$ cat config.mk
export PLATFORM = sky130hd
export DESIGN_NAME = pipeline_stall_controller
export DESIGN_NICKNAME = d
export VERILOG_FILES = /design/src/rtl/pipeline_stall_controller_pkg.sv /design/src/rtl/pipeline_stall_controller_hazard_detect.sv /design/src/rtl/pipeline_stall_controller.sv
export SDC_FILE = /design/constraint.sdc
export NUM_CORES = 1
export LEC_CHECK = 0
export ABC_AREA = 0
export CORE_MARGIN = 2
export CORE_UTILIZATION = 37
export DETAILED_ROUTE_END_ITERATION = 6
export PLACE_DENSITY = 0.83
export REMOVE_ABC_BUFFERS = 1
export SLEW_MARGIN = 25
export SYNTH_ARGS = -nofsm -noshare
export SYNTH_HDL_FRONTEND = slang
export SYNTH_SLANG_ARGS = --single-unit
$ cat constraint.sdc
create_clock -name clk -period 1.6 [get_ports clk]
set_input_delay 0.4 -clock clk [delete_from_list [all_inputs] [get_ports clk]]
set_output_delay 0.4 -clock clk [all_outputs]
set_load 0.02 [all_outputs]
$ cat src/rtl/pipeline_stall_controller_pkg.sv
// Shared constants for the pipeline stall / cache refill controller.
// Holds the refill FSM encoding, the load result-source code and default line size.
package pipeline_stall_controller_pkg;

    localparam int unsigned WORD_SIZE          = 32;
    localparam int unsigned DEFAULT_LINE_BEATS = 4;
    localparam logic [1:0]  RESULT_SRC_LOAD    = 2'b01;

    typedef enum logic [2:0] {
        ST_IDLE   = 3'd0,
        ST_I_REQ  = 3'd1,
        ST_I_FILL = 3'd2,
        ST_D_REQ  = 3'd3,
        ST_D_FILL = 3'd4,
        ST_DONE   = 3'd5
    } state_t;

endpackage

$ cat src/rtl/pipeline_stall_controller_hazard_detect.sv
// Load-use hazard detection: a load in Execute whose destination feeds Decode.
module pipeline_stall_controller_hazard_detect
    import pipeline_stall_controller_pkg::*;
(
    input  logic [4:0] Rs1DH,
    input  logic [4:0] Rs2DH,
    input  logic [4:0] RdE,
    input  logic [1:0] ResultSrcE,
    output logic       lw_stall
);

    // x0 is never a real dependency, so a load targeting it cannot stall.
    assign lw_stall = (ResultSrcE == RESULT_SRC_LOAD) && (RdE != 5'd0) &&
                      ((RdE == Rs1DH) || (RdE == Rs2DH));

endmodule

$ cat src/rtl/pipeline_stall_controller.sv
// Hazard stall/flush generation plus the instruction/data cache-line refill FSM.
// All outputs are combinational from the current state and inputs.
module pipeline_stall_controller
    import pipeline_stall_controller_pkg::*;
#(
    parameter int unsigned LINE_BEATS = DEFAULT_LINE_BEATS,
    parameter int unsigned BEAT_W     = 2
) (
    input  logic              clk,
    input  logic              rst,
    input  logic [4:0]        Rs1DH,
    input  logic [4:0]        Rs2DH,
    input  logic [4:0]        RdE,
    input  logic [1:0]        ResultSrcE,
    input  logic              PCSrcE,
    input  logic              IMissF,
    input  logic              DMissM,
    output logic              mem_req_valid,
    input  logic              mem_req_ready,
    output logic              mem_req_is_data,
    input  logic              mem_resp_valid,
    output logic              fill_we,
    output logic [BEAT_W-1:0] fill_beat,
    output logic              fill_done,
    output logic              StallF,
    output logic              StallD,
    output logic              StallE,
    output logic              StallM,
    output logic              FlushD,
    output logic              FlushE
);

    localparam logic [BEAT_W-1:0] LAST_BEAT = BEAT_W'(LINE_BEATS - 1);

    state_t            state;
    logic [BEAT_W-1:0] beat;
    logic              lw_stall;
    logic              in_fill;
    logic              i_stall;
    logic              d_stall;
    logic              soft_stall;

    pipeline_stall_controller_hazard_detect hazard_detect (
        .Rs1DH      (Rs1DH),
        .Rs2DH      (Rs2DH),
        .RdE        (RdE),
        .ResultSrcE (ResultSrcE),
        .lw_stall   (lw_stall)
    );

    // Refill sequencer: a started refill always runs to DONE; misses are sampled only in IDLE.
    always_ff @(posedge clk or posedge rst) begin
        if (rst) begin
            state <= ST_IDLE;
            beat  <= '0;
        end else begin
            case (state)
                ST_IDLE: begin
                    if (DMissM)      state <= ST_D_REQ;
                    else if (IMissF) state <= ST_I_REQ;
                end
                ST_I_REQ: if (mem_req_ready) state <= ST_I_FILL;
                ST_D_REQ: if (mem_req_ready) state <= ST_D_FILL;
                ST_I_FILL, ST_D_FILL: begin
                    if (mem_resp_valid) begin
                        if (beat == LAST_BEAT) begin
                            beat  <= '0;
                            state <= ST_DONE;
                        end else begin
                            beat <= beat + BEAT_W'(1);
                        end
                    end
                end
                ST_DONE: state <= ST_IDLE;
                default: begin
                    state <= ST_IDLE;
                    beat  <= '0;
                end
            endcase
        end
    end

    assign in_fill         = (state == ST_I_FILL) || (state == ST_D_FILL);
    assign mem_req_valid   = (state == ST_I_REQ) || (state == ST_D_REQ);
    assign mem_req_is_data = (state == ST_D_REQ) || (state == ST_D_FILL);
    assign fill_we         = in_fill && mem_resp_valid;
    assign fill_beat       = beat;
    assign fill_done       = (state == ST_DONE);

    // Same-cycle miss stalls from IDLE; the data-miss term is masked while reset is held.
    assign i_stall = (state == ST_I_REQ) || (state == ST_I_FILL) ||
                     ((state == ST_IDLE) && IMissF && !DMissM);
    assign d_stall = (state == ST_D_REQ) || (state == ST_D_FILL) ||
                     ((state == ST_IDLE) && DMissM && !rst);

    assign soft_stall = lw_stall || i_stall;

    // A data miss freezes the whole pipe and overrides load-use and redirect handling.
    assign StallF = d_stall || (soft_stall && !PCSrcE);
    assign StallD = d_stall || soft_stall;
    assign StallE = d_stall;
    assign StallM = d_stall;
    assign FlushD = !d_stall && PCSrcE && !rst;
    assign FlushE = !d_stall && (soft_stall || PCSrcE);

endmodule

After elaboration in Yosys (flattened, before gate mapping)
Index checks and enable logic that the tools add are counted.
{"block": "word_totals", "in_bits": 24, "out_inout_bits": 12, "ff_bits": 5}
{"block": "classes", "bitwise": 1, "n_reduce_logical": 32, "muxes": 10, "n_addsub": 1, "n_eq_ne": 14}
{"op": "3-bit 2-to-1 mux", "count": 6}
{"op": "3-bit case mux with 4 select lines", "count": 1}
{"op": "1-bit logical AND", "count": 11}
{"op": "1-bit logical OR", "count": 11}
{"op": "5-bit equality test", "count": 2}
{"op": "2-bit inequality test, second input constant", "count": 4}
{"op": "3-bit by 2-bit equality test with 1-bit output, second input constant", "count": 2}
{"op": "3-bit equality test, second input constant", "count": 2}
{"op": "5-bit AND reduction", "count": 1}
{"op": "5-bit nonzero test", "count": 1}
{"op": "1-bit zero test", "count": 4}
{"op": "2-bit 2-to-1 mux", "count": 2}
{"op": "2-bit case mux with 2 select lines", "count": 1}
{"op": "4-bit OR reduction", "count": 1}
{"op": "3-bit by 1-bit equality test with 1-bit output, second input constant", "count": 1}
{"op": "3-bit zero test", "count": 1}
{"op": "3-bit inequality test, second input constant", "count": 1}
{"op": "2-bit by 1-bit adder with 2-bit output, second input constant", "count": 1}
{"op": "2-bit by 1-bit equality test with 1-bit output, second input constant", "count": 1}
{"op": "2-bit equality test, second input constant", "count": 1}
{"op": "2-bit AND reduction", "count": 1}
{"op": "2-bit OR reduction", "count": 1}
{"op": "1-bit inverter", "count": 1}

Logic depth before layout (Yosys ltp)
{"block": "logic_depth", "ltp_word": 7, "mapped_depth": 5, "mapped_depth_nobuf": 5}

By module
From an unflattened synthesis, not the netlist that was laid out.
{"block": "unflattened", "hier_cells": 73, "hier_area_um2": 579.3}
{"module": "pipeline_stall_controller", "area_each_um2": 447.9, "cells_each": 55, "n_inst": 1}
{"module": "pipeline_stall_controller_hazard_detect", "area_each_um2": 131.4, "cells_each": 18, "n_inst": 1}

Worst setup path before layout
Ideal clock, no wire load.
{"block": "synth_timing", "path_type": "register to output", "start": "reg state[0]", "end": "out FlushE", "stages_incl_launch_ff": 6, "path_buffers": 1, "setup_slack_ps": -384, "arrival_time_ps": 1584, "path_cell_list": "dfrtp_1 > buf_4 > nor2b_4 > nand2_1 > nand2_1 > o31ai_1"}
{"block": "synth_via", "word_cells_on_any_way": 17}
{"element": "start, declared", "line_no": "pipeline_stall_controller.sv:35", "source": "state_t state;"}
{"element": "start signal, assigned", "line_no": "pipeline_stall_controller.sv:54", "source": "state <= ST_IDLE;"}
{"element": "start signal, assigned", "line_no": "pipeline_stall_controller.sv:59", "source": "if (DMissM) state <= ST_D_REQ;"}
{"element": "start signal, assigned", "line_no": "pipeline_stall_controller.sv:60", "source": "else if (IMissF) state <= ST_I_REQ;"}
{"element": "3-bit zero test", "line_no": "pipeline_stall_controller.sv:94", "source": "((state == ST_IDLE) && DMissM && !rst);"}
{"element": "1-bit logical AND (2 in series)", "line_no": "pipeline_stall_controller.sv:94"}
{"element": "1-bit logical OR *", "line_no": "pipeline_stall_controller.sv:93", "source": "assign d_stall = (state == ST_D_REQ) || (state == ST_D_FILL) ||"}
{"element": "via StallE", "line_no": "pipeline_stall_controller.sv:27", "source": "output logic StallE,"}
{"element": "1-bit zero test *", "line_no": "pipeline_stall_controller.sv:104", "source": "assign FlushE = !d_stall && (soft_stall || PCSrcE);"}
{"element": "1-bit logical AND *", "line_no": "pipeline_stall_controller.sv:104"}
{"element": "end, declared", "line_no": "pipeline_stall_controller.sv:30", "source": "output logic FlushE"}
The timed path passes the listed nets; every way through them passes the cells marked *.

Worst setup path in the final report
{"block": "layout_timing", "start": "in RdE[3]", "end": "out FlushE"}
{"block": "layout_via", "elab_chain_cells": 6, "word_cells_on_any_way": 9}
{"element": "start, declared", "line_no": "pipeline_stall_controller.sv:13", "source": "input logic [4:0] RdE,"}
{"element": "5-bit equality test / 5-bit nonzero test (equally long branches)", "line_no": "pipeline_stall_controller_hazard_detect.sv:14, pipeline_stall_controller_hazard_detect.sv:13"}
{"element": "1-bit logical OR / 1-bit logical AND (equally long branches)", "line_no": "pipeline_stall_controller_hazard_detect.sv:14, pipeline_stall_controller_hazard_detect.sv:13"}
{"element": "1-bit logical AND *", "line_no": "pipeline_stall_controller_hazard_detect.sv:13", "source": "assign lw_stall = (ResultSrcE == RESULT_SRC_LOAD) && (RdE != 5'd0) &&"}
{"element": "1-bit logical OR *", "line_no": "pipeline_stall_controller.sv:96", "source": "assign soft_stall = lw_stall || i_stall;"}
{"element": "1-bit logical OR *", "line_no": "pipeline_stall_controller.sv:104"}
{"element": "1-bit logical AND *", "line_no": "pipeline_stall_controller.sv:104"}
Mark *: on every way between the ends. The rest lies on a longest branch, timed or not.

==> results.md <==
* Final Non-Filler Cells at roughly 160
* Core box area at ~0.0015 sq mm
* # DRC at 0
* Relative slew slack at 0.822
* Synth Area in Compound Gates at 0.228
* Max-cap violations at 0
* R2R depth at 6
* Worst setup margin at -0.295 ns
* Synth Cell Area at slightly above 600 sq um
* Sequential area share after synthesis at 0.206
* Maximum buffer depth of the clock tree at 2
* Leak pwr at around 0.61 nW
* Setup crit start: RdE[3]
* Slowest stage delay, CP at ~0.54 ns
* Initial antenna violation count at 0
* Vias in the first global route at just under 900
* Worst r2r src: state[0]
* Post-synth EDFFs at 0
* Skew-Pair Late Insertion Delay at approximately 0.26 ns
* CP Capture Type: primary output
* DIE HEIGHT at 44.5 um
* Worst setup SP type: primary input
* Fin. Hold Viols at 0
* Required time of the critical path at between 1 and 1.5 ns
* Hold buffers post-CTS at 0
* Area Overhead vs Synth at 111%
* HP Class: primary input to async pin
* R2R Setup Slk at ~0.19 ns
* Nets at roughly 170
* H-tree depth at 1
* Inserted Clock Buffers at 3
* Simple-Gate Fraction of Synth Area at 0.280
* RR Endpoint: fill_beat[1]
* Crit path capture: FlushE
* Placed Cells at approximately 150
* Cell area power density at around 1700 mW/mm^2
* Layout cells sized above 1 at 0.536
* Routed vias/inst at ~5.4
* First-pass GRT wire length at between 3000 and 4000 um
* Fin crit share at 1.18
* WL final at about 2400 um
* Post-DP HPWL at between 1500 and 2000 um
* Peak VDD IR at between 0.0008 and 0.0009 V
* Reg clk slew, reported paths at 0.05 ns
* WP data arrival at ~1.5 ns
* Count of unique library cells instantiated by Yosys at 31
* Syn. warnings at 0
* Synth Flop Type: dfrtp_1
* Hold_ws at roughly 0.39 ns
* Root buf cell: clkbuf_4
* Initial Utilization at 0.399
* Status: finished, violations left
* Final ANT Viol Nets at 0
* Highest Clock Rate at 528 MHz
* Share of flip-flops with an asynchronous set or reset at 1.00
* Cell Chain, Critical Path: buf_8 -> or4_4 -> o21ai_4 -> o31ai_2 -> buf_4
* GRT Resource Usage Total at 0.258
* Post-Synth Adder-Cell Area at 0.0391
* Worst setup path class: primary input to primary output
* Crit-path max FO at 3
* # IOs at 36
* Wire per inst at 15.1 um
* Mapped Cells at just over 80
* Largest family of logic cells by synthesized area: simple AND/OR/NAND/NOR gates
* Final slew viol count at 0
* Die width at roughly 45 um
* DR pass1 iterations at 4
* Placer Congestion at between 0.7 and 0.8
* Clock Skew at roughly 0.012 ns
* Mux contribution to synthesized area at 0
* Failing checks: negative setup slack
* Worst-Margin Slew at ~0.27 ns
* Clock sink count at 5
* Die area at between 0.0015 and 0.002 sq mm
* Total setup violations reported at the end of the flow at 10
* Row count at 14
* PortBufs at 35
* Pin count of the biggest net entering global routing at 9
* Routed via count at around 840
* 1st-iter DRT viols at 6
* CTS tree: yes
* Avg Inst Size Synth at approximately 7.4 sq um
* # diodes at 0
* Unrepaired setup endpoints after global routing: yes
* Seq cells post-synth at 5
* XOR/XNOR share of the synthesized area at 0.173
* Slowest stage cell on the critical path: or4_4
* Tmin final at 1.90 ns
* GR Overflow Total at 0
==> how the worst min path moves through the flow <==
stage | startpoint | end | slack, ns | cells after the start
2_1_floorplan | rst | fill_beat[0] | 0.18 | 1
3_3_place_gp | fill_beat[0] | fill_beat[0] | 0.50 | 1
3_5_place_dp | fill_beat[0] | fill_beat[0] | 0.50 | 1
4_1_cts | rst | state[0] | 0.36 | 3
5_1_grt | rst | state[1] | 0.39 | 3
6_report | rst | state[1] | 0.39 | 3
==> cells in the final DEF, fill, tap and decap left out, types with 2 or more instances in the layout <==
cell,Yosys,layout
nand2_4,0,2
nor3_1,6,2
nand2_2,0,3
clkdlybuf4s50_1,0,2
clkbuf_2,0,4
xor2_1,11,11
dfrtp_1,5,2
buf_6,0,10
nor2b_4,1,3
nor2_1,9,8
dlygate4sd2_1,0,11
clkbuf_4,0,3
a21oi_1,4,3
o21ai_2,1,2
o21a_1,2,2
nand2_1,8,3
inv_1,4,4
buf_8,0,2
buf_2,3,3
dfrtp_2,0,3
clkdlybuf4s15_1,0,4
nor3_2,0,4
buf_4,2,23
==> per-layer routing <==
metal  global-route usage  routed length (um)  part of all wire
met3               0.0245                 110             0.047
met1                0.257                 873              0.37
met4                0.133                  76             0.032
met5                    0                   0                 0
met2                0.510                1300              0.55
==> cells in the mapped netlist, types with 2 or more instances <==
library cell / count / share of area
a21oi_1: 4 / 0.033
o21ai_1: 2 / 0.016
o21a_1: 2 / 0.025
a211oi_1: 2 / 0.025
buf_4: 2 / 0.025
nor2b_1: 3 / 0.031
inv_1: 4 / 0.025
nand2_1: 8 / 0.049
o21ai_0: 2 / 0.016
nand2b_1: 2 / 0.021
o31ai_1: 2 / 0.025
nor2_1: 9 / 0.056
buf_2: 3 / 0.025
xor2_1: 11 / 0.16
nor3_1: 6 / 0.049
dfrtp_1: 5 / 0.21
==> worst max-delay path, delay by kind of cell <==
kind | cells | cell delay [ns]
AOI/OAI and AO/OA | 2 | 0.30
buffers and inverters | 2 | 0.26
and+or+nand+nor | 1 | 0.54
==> power by group <==
part           switching [mW]  internal [mW]
clock                  0.0640         0.0950
sequential             0.0870          0.194
combinational           0.892          0.872
==> metrics by stage <==
stage	TNS [ns]	utilization	power (mW)	cell area [sq um]	worst slack, ns
after floorplan	-1.26	-	0.945	578	-0.562
after global placement	-6.67	0.706	1.59	1080	-1.04
after detailed placement	-7.23	0.706	1.64	1080	-1.14
after CTS	-1.48	0.796	1.98	1210	-0.278
after global routing	-2.00	0.843	2.34	1280	-0.363
final	-1.56	0.843	2.20	1280	-0.295
==> flip-flops by register name, indices dropped and copies added (netlist names) <==
signal / count
fill_beat: 2
state: 3
==> timing repair <==
item                                    CTS  global route
endpoints found under the setup margin   12            10
resized for setup                       127            24
buffers inserted                          4             5
pin swaps                                23            17
endpoints found under the hold margin     0             0
==> cells by family after synthesis <==
kind of cell | count (synthesis)
XOR/XNOR | 12
AO/OA/AOI/OAI | 21
AND/OR/NAND/NOR | 33
buffers and inverters | 9
adder cells (fa/ha/maj) | 2
flip-flops | 5
==> cell type report <==
class | instances | area [sq um]
Multi-Input combinational cell | 68 | 588
Timing Repair Buffer | 59 | 507
Fill cell | 96 | 239
Sequential cell | 5 | 129
Clock buffer | 4 | 26.3
Tap cell | 16 | 20.0
Inverter | 4 | 15.0
(Power assumes the default switching activity.)
